## config.mk

```make
export PLATFORM = sky130hd
export DESIGN_NAME = mem_stage
export DESIGN_NICKNAME = d
export VERILOG_FILES = /design/src/rtl/mem_stage.sv
export SDC_FILE = /design/constraint.sdc
export NUM_CORES = 1
export LEC_CHECK = 0
export CAP_MARGIN = 0
export CORE_AREA = 2 2 269 271
export CTS_BUF_LIST = sky130_fd_sc_hd__clkbuf_8
export DETAILED_ROUTE_END_ITERATION = 8
export DIE_AREA = 0 0 271 273
export GPL_ROUTABILITY_DRIVEN = 0
export PLACE_DENSITY = 0.39
export SLEW_MARGIN = 40
export SYNTH_ARGS = -nofsm -noshare
export SYNTH_HDL_FRONTEND = slang
export SYNTH_SLANG_ARGS = --single-unit
export TNS_END_PERCENT = 50
```

## constraint.sdc

```tcl
create_clock -name clk -period 2.3 [get_ports clk]
set_input_delay 0.23 -clock clk [delete_from_list [all_inputs] [get_ports clk]]
set_output_delay 0.23 -clock clk [all_outputs]
set_load 0.005 [all_outputs]
```

## src/rtl/mem_stage.sv

```systemverilog
// Memory-access stage: turns the latched load/store into a single valid/ready
// bus transaction, stalls upstream until it completes, then aligns/extends load data.
module mem_stage #(
  parameter int TIMEOUT_CYCLES = 255,
  parameter int CNT_W          = 8
) (
  input  logic        clk,
  input  logic        rst,
  input  logic [63:0] inst_addr_i,
  input  logic        ren_i,
  input  logic [63:0] raddr_i,
  input  logic [2:0]  ld_type_i,
  input  logic        wen_i,
  input  logic [63:0] waddr_i,
  input  logic [63:0] wdata_i,
  input  logic [7:0]  wmask_i,
  input  logic [63:0] rd_wdata_i,
  input  logic [4:0]  rd_waddr_i,
  input  logic        reg_wen_i,
  output logic        dmem_req_valid_o,
  input  logic        dmem_req_ready_i,
  output logic        dmem_req_wen_o,
  output logic [63:0] dmem_req_addr_o,
  output logic [63:0] dmem_req_wdata_o,
  output logic [7:0]  dmem_req_wmask_o,
  input  logic        dmem_resp_valid_i,
  input  logic [63:0] dmem_resp_rdata_i,
  output logic        mem_stall_o,
  output logic        mem_err_o,
  output logic [63:0] inst_addr_o,
  output logic [63:0] rd_wdata_o,
  output logic [4:0]  rd_waddr_o,
  output logic        reg_wen_o
);

  localparam logic [1:0] S_IDLE = 2'd0;
  localparam logic [1:0] S_REQ  = 2'd1;
  localparam logic [1:0] S_WAIT = 2'd2;
  localparam logic [1:0] S_DONE = 2'd3;

  // Bus handshake: a request transfers on a cycle where valid & ready are both
  // high; valid never drops and the request fields never change until then.
  // dmem_resp_valid_i is only honoured in WAIT.

  logic [1:0]       state_q, state_d;
  logic [CNT_W-1:0] cnt_q, cnt_d;
  logic [63:0]      load_buf_q, load_buf_d;
  logic             err_q, err_d;

  logic        access;
  logic [63:0] active_addr;
  logic [63:0] shifted;
  logic [63:0] load_result;

  assign access      = wen_i | ren_i;
  assign active_addr = wen_i ? waddr_i : raddr_i;

  always_comb begin
    state_d    = state_q;
    cnt_d      = cnt_q;
    load_buf_d = load_buf_q;
    err_d      = 1'b0;
    case (state_q)
      S_IDLE: if (access) state_d = S_REQ;
      S_REQ: begin
        if (dmem_req_ready_i) begin
          state_d = S_WAIT;
          cnt_d   = '0;
        end
      end
      S_WAIT: begin
        // A response in the final allowed cycle still wins over the abort.
        if (dmem_resp_valid_i) begin
          load_buf_d = dmem_resp_rdata_i;
          state_d    = S_DONE;
        end else if (cnt_q == CNT_W'(TIMEOUT_CYCLES)) begin
          load_buf_d = '0;
          err_d      = 1'b1;
          state_d    = S_DONE;
        end else begin
          cnt_d = cnt_q + 1'b1;
        end
      end
      default: state_d = S_IDLE;
    endcase
  end

  always_ff @(posedge clk) begin
    if (rst) begin
      state_q    <= S_IDLE;
      cnt_q      <= '0;
      load_buf_q <= '0;
      err_q      <= 1'b0;
    end else begin
      state_q    <= state_d;
      cnt_q      <= cnt_d;
      load_buf_q <= load_buf_d;
      err_q      <= err_d;
    end
  end

  assign dmem_req_valid_o = (state_q == S_REQ);
  assign dmem_req_wen_o   = wen_i;
  assign dmem_req_addr_o  = {active_addr[63:3], 3'b000};
  assign dmem_req_wdata_o = wdata_i;
  assign dmem_req_wmask_o = wen_i ? wmask_i : 8'h00;

  assign mem_stall_o = ((state_q == S_IDLE) & access) | (state_q == S_REQ) | (state_q == S_WAIT);
  assign mem_err_o   = err_q;

  // Bytes past the end of the 8-byte line shift in as zero; no line splitting.
  assign shifted = load_buf_q >> {raddr_i[2:0], 3'b000};

  always_comb begin
    case (ld_type_i)
      3'b000:  load_result = {{56{shifted[7]}},  shifted[7:0]};
      3'b001:  load_result = {{48{shifted[15]}}, shifted[15:0]};
      3'b010:  load_result = {{32{shifted[31]}}, shifted[31:0]};
      3'b100:  load_result = {56'd0, shifted[7:0]};
      3'b101:  load_result = {48'd0, shifted[15:0]};
      3'b110:  load_result = {32'd0, shifted[31:0]};
      default: load_result = shifted;
    endcase
  end

  assign rd_wdata_o  = ((state_q == S_DONE) & ren_i & ~wen_i) ? load_result : rd_wdata_i;
  assign reg_wen_o   = reg_wen_i & ~mem_stall_o;
  assign rd_waddr_o  = rd_waddr_i;
  assign inst_addr_o = inst_addr_i;

endmodule

```

; ---- After elaboration in Yosys (flattened, before gate mapping)
; Cells that the tools add are included.
[op_classes]
bitwise_logic = 10
n_lt_le_gt_ge = 0
n_shift = 1
n_reduce_logical = 8
mux = 16
div = 0
add_sub_neg = 1
eq_ne = 14
n_mul = 0
[op_table]
columns = op, n
row1 = $pmux W64 S6, 1
row2 = $mux W64, 4
row3 = $shr A64 B6 Y64, 1
row4 = $mux W8, 4
row5 = $pmux W8 S2, 1
row6 = $eq A3 B3 Y1 const B, 3
row7 = $add A8 B1 Y8 const B, 1
row8 = $eq A8 B8 Y1 const B, 1
row9 = $mux W2, 4
row10 = $ne A2 B2 Y1 const B, 3
row11 = $pmux W2 S3, 1
row12 = $and A1 B1 Y1, 4
row13 = $eq A2 B2 Y1 const B, 2
row14 = $reduce_and A4 Y1, 1
row15 = $reduce_bool A2 Y1, 2
row16 = $eq A3 B1 Y1 const B, 1
row17 = $eq A3 B2 Y1 const B, 1
row18 = $logic_not A3 Y1, 1
row19 = $ne A3 B3 Y1 const B, 1
row20 = $not A1 Y1, 3
row21 = $or A1 B1 Y1, 3
row22 = $reduce_and A3 Y1, 1
row23 = $reduce_or A3 Y1, 1
row24 = $eq A2 B1 Y1 const B, 1
row25 = other kinds (4), 4
[word_totals]
input_bits = 407
latchBits = 0
output_inout_bits = 274
ram_bits = 0
n_memories = 0
mem_bits_ro = 0
elab_cells = 54
regBits = 75

; ---- Longest topological paths before layout
[logic_depth]
depth_word = 6
mapped_depth = 8
ltp_nobuf = 7

; ---- Worst setup path after synthesis
; OpenSTA, ideal clock, no wires.
[synth_timing]
path_kind = input to output
startpoint = input port raddr_i[1]
endpoint = output port rd_wdata_o[34]
arrival_ns = 1.725
path_slack_ns = 0.345
n_path_buf = 2
required_time_ns = 2.070
stages = 7
cell_sequence = buf_6 mux2_4 or3_1 and4_4 a311oi_4 buf_6 a31oi_1
[synth_via]
elab_chain_cells = 3
[synth_rtl]
columns = element, line_no
row1 = from (decl), 11  ; input logic [63:0] raddr_i,
row2 = $shr A64 B6 Y64, 112  ; assign shifted = load_buf_q >> {raddr_i[2:0], 3'b000};
row3 = $pmux W64 S6, 115  ; case (ld_type_i)
row4 = $mux W64, 126  ; assign rd_wdata_o = ((state_q == S_DONE) & ren_i & ~wen_i) ? load_result : rd_wdata_i;
row5 = to (decl), 31  ; output logic [63:0] rd_wdata_o,
; No other way between the ends.

; ---- Final worst setup path
[layout_timing]
startpoint = register load_buf_q[39]
endpoint = output port rd_wdata_o[33]
[layout_via]
elab_chain_cells = 3
[layout_rtl]
columns = element, line_no
row1 = from (decl), 47  ; logic [63:0] load_buf_q, load_buf_d;
row2 = from (signal assigned), 97  ; load_buf_q <= load_buf_d;
row3 = $shr A64 B6 Y64, 112
row4 = $pmux W64 S6, 115
row5 = $mux W64, 126
; No other way between the ends.

==> results.toml <==
[pwr]
clkPwrFrac = 0.215
p_leak_nw = 4.897
ir_worst_vdd_mv = 0.2622
p_int_w = 0.003446
power_switching_w = 0.001893
combPwrFrac = 0.488
powerDensity_nw_per_um2 = 416.0
p_seq_frac = 0.297
p_sw_frac = 0.3546

[critical_path]
path_buf_inv = 4
path_cells = "mux2_4, or3_4, and4_4, a311oi_4, buf_6, buf_12, buf_16, a31oi_4, buf_2"
arrival_ns = 2.48
path_class = "flip-flop to output port"
end_kind = "output port"
crit_required_ns = 2.07
cpMaxStageDelayCell = "dfxtp_4"
r2r_slack_ns = 0.29
crit_family = "simple AND/OR/NAND/NOR gates"
critPathMaxStageDelay_ns = 0.37
worst_setup_path_start_kind = "flip-flop"
crit_fanout = 6

[yosys]
ys_ff_latch = 75
synthArstFlopShare = 0
ys_seq_area_frac = 0.2117
ys_warn_count = 0
synth_top_area_frac = 0.2117
synth.most_common_cell = "buf_4"
syn_inst = 860
yosys-top-cells-count = "buf_4, nor2_1, dfxtp_1"
synth_top_flop_cell = "dfxtp_1"
synth_cell_type_count = 48
synth_top_area_cell = "dfxtp_1"
synth_edf_count = 0
avgSynthCellArea_um2 = 8.246
synth.area.top_cells = "dfxtp_1, buf_4, mux2_2"
synthesis.area_um2 = 7092

[cells_and_area]
syn_to_final_growth_pct = 80.96
multi_input_area_um2 = 4451
num-nets-final = 1655
layout-drive-gt1-share = 0.3189
fill_cells = 7935
finalInstanceArea_um2 = 12830
layout.area.seq_um2 = 1540

[sta]
finalSetupTns_ns = -16.90
final-hold-violation-count = 0
fin_hold_ws_ns = 0.4234
tightest_slew_ns = 0.5773
maxSlewHeadroom = 0.6126
setup_ws_ns = -0.4087
maxSlewViolCount = 0
fmaxAchievable_mhz = 369.2
rsz0062_at_grt = "true"
fin_crit_sh = 1.178
setup_viol = 56
fin_crit_ns = 2.709
fin_skew_ns = 0.01175

[floorplanning]
placementRows = 98
coreArea_um2 = 71000
fp.dieH_um = 273
start_util = 0.09989
ios = 681
die_area_um2 = 73980
die-width_um = 271

[cts]
cts_tree = "done"
cts_made_buffers = 9
numClockSinks = 75
path_clk_slew_ns = 0.09
clock-root-buffer = "clkbuf_8"
cts.htree.levels = 3
clk_latency_ns = 0.40
hold_buffers = 0
cts_buffer_depth = 2

[place]
hpwl_um = 43680
port_buffers = 408
placed_cell_area_um2 = 12340
preCtsSetupSlack_ns = -0.7890

[job]
drv_cap = 0

[grt]
grt_max_degree = 65
first_global_vias = 8403
grt_overflow = 0
antenna_found_initial = 28
grt_pass1_wl_um = 68900
track_usage = 0.1338

[status]
status = "finished with violations"
violations = "negative setup slack"

[detailed_routing]
routed_wl_um = 51300
drt-pass1-iter-count = 4
vias = 8086
wl_per_cell_um = 23.25
drcViolationCount = 0
vias_per_cell = 3.665
ant_nets = 0
drtIter0Drc = 396

[hold_path]
hp-class = "input port to flip-flop"
## sequential cells by signal (all words and copies together), names as in the netlist
register,cells
load_buf_q,64
mem_err_o,1
cnt_q,8
state_q,2
## cell families after synthesis
group,count (synthesis),share of synthesized area
other cells,1,0.0005288
fa+ha+maj,5,0.008821
compound gates,232,0.2225
buf+inv,216,0.1942
mux,140,0.2327
flops,75,0.2117
simple gates,184,0.1209
xor+xnor,7,0.008645
## path summary, 6_finish.rpt
path,start,to,cells past startpoint
setup / recovery,load_buf_q[39],rd_wdata_o[33],9
hold / removal,dmem_resp_rdata_i[62],load_buf_q[62],2
setup reg to reg,state_q[0],cnt_q[1],8
hold reg to reg,load_buf_q[13],load_buf_q[13],1
## placed cells by master, fill, tap and decap left out, drive strengths merged, types with 9 or more instances in the layout
master,instances
clkdlybuf4s50,340
buf,223
nor2,87
dfxtp,75
mux2,66
a22o,64
mux2i,61
a21oi,54
o21ai,45
nand2,35
a31oi,26
clkbuf,17
a211oi,14
mux4,13
and2,11
nor2b,9
a22oi,9
or3,9
inv,9
## metrics by stage
stage                     utilization  total power (W)  cells
final                          0.1808         0.005339   2206
after floorplan                     -         0.002694    862
after global placement         0.1739         0.004196   2163
after global routing           0.1806         0.005644   2201
after detailed placement       0.1739         0.004197   2163
after CTS                      0.1798         0.005402   2196
## per-layer routing
layer / GRT usage / routed length, um / vias up
li1: - / - / 3750
met1: 0.1570 / 21340 / 3835
met2: 0.2217 / 24410 / 313
met3: 0.04613 / 3701 / 160
met4: 0.05612 / 1654 / 28
met5: 0 / 186 / -
## power groups by stage
| stage | Clock (W) | Combinational (W) | Sequential, W |
|---|---|---|---|
| final | 0.00115 | 0.00261 | 0.00158 |
| after CTS | 0.00120 | 0.00261 | 0.00159 |
| after global placement | 0 | 0.00259 | 0.00160 |
| after floorplan | 0 | 0.00115 | 0.00155 |
| after detailed placement | 0 | 0.00259 | 0.00160 |
| after global routing | 0.00124 | 0.00280 | 0.00160 |
## cell type report
type / count / area share
clock buffer: 10 / 0.01072
antenna: 8 / 0.001560
sequential: 75 / 0.1200
tap: 950 / 0.09262
inverter: 7 / 0.002047
clock inverter: 6 / 0.005655
timing repair buffer: 579 / 0.4206
multi-input combinational: 571 / 0.3468
## what timing repair did
action | in CTS | in global routing
setup endpoints to repair | 65 | 62
pin swaps | 6 | 5
gates resized for setup | 290 | 46
gates cloned | 2 | 1
setup buffers | 17 | 3
Power figures use the tool's default switching activity.
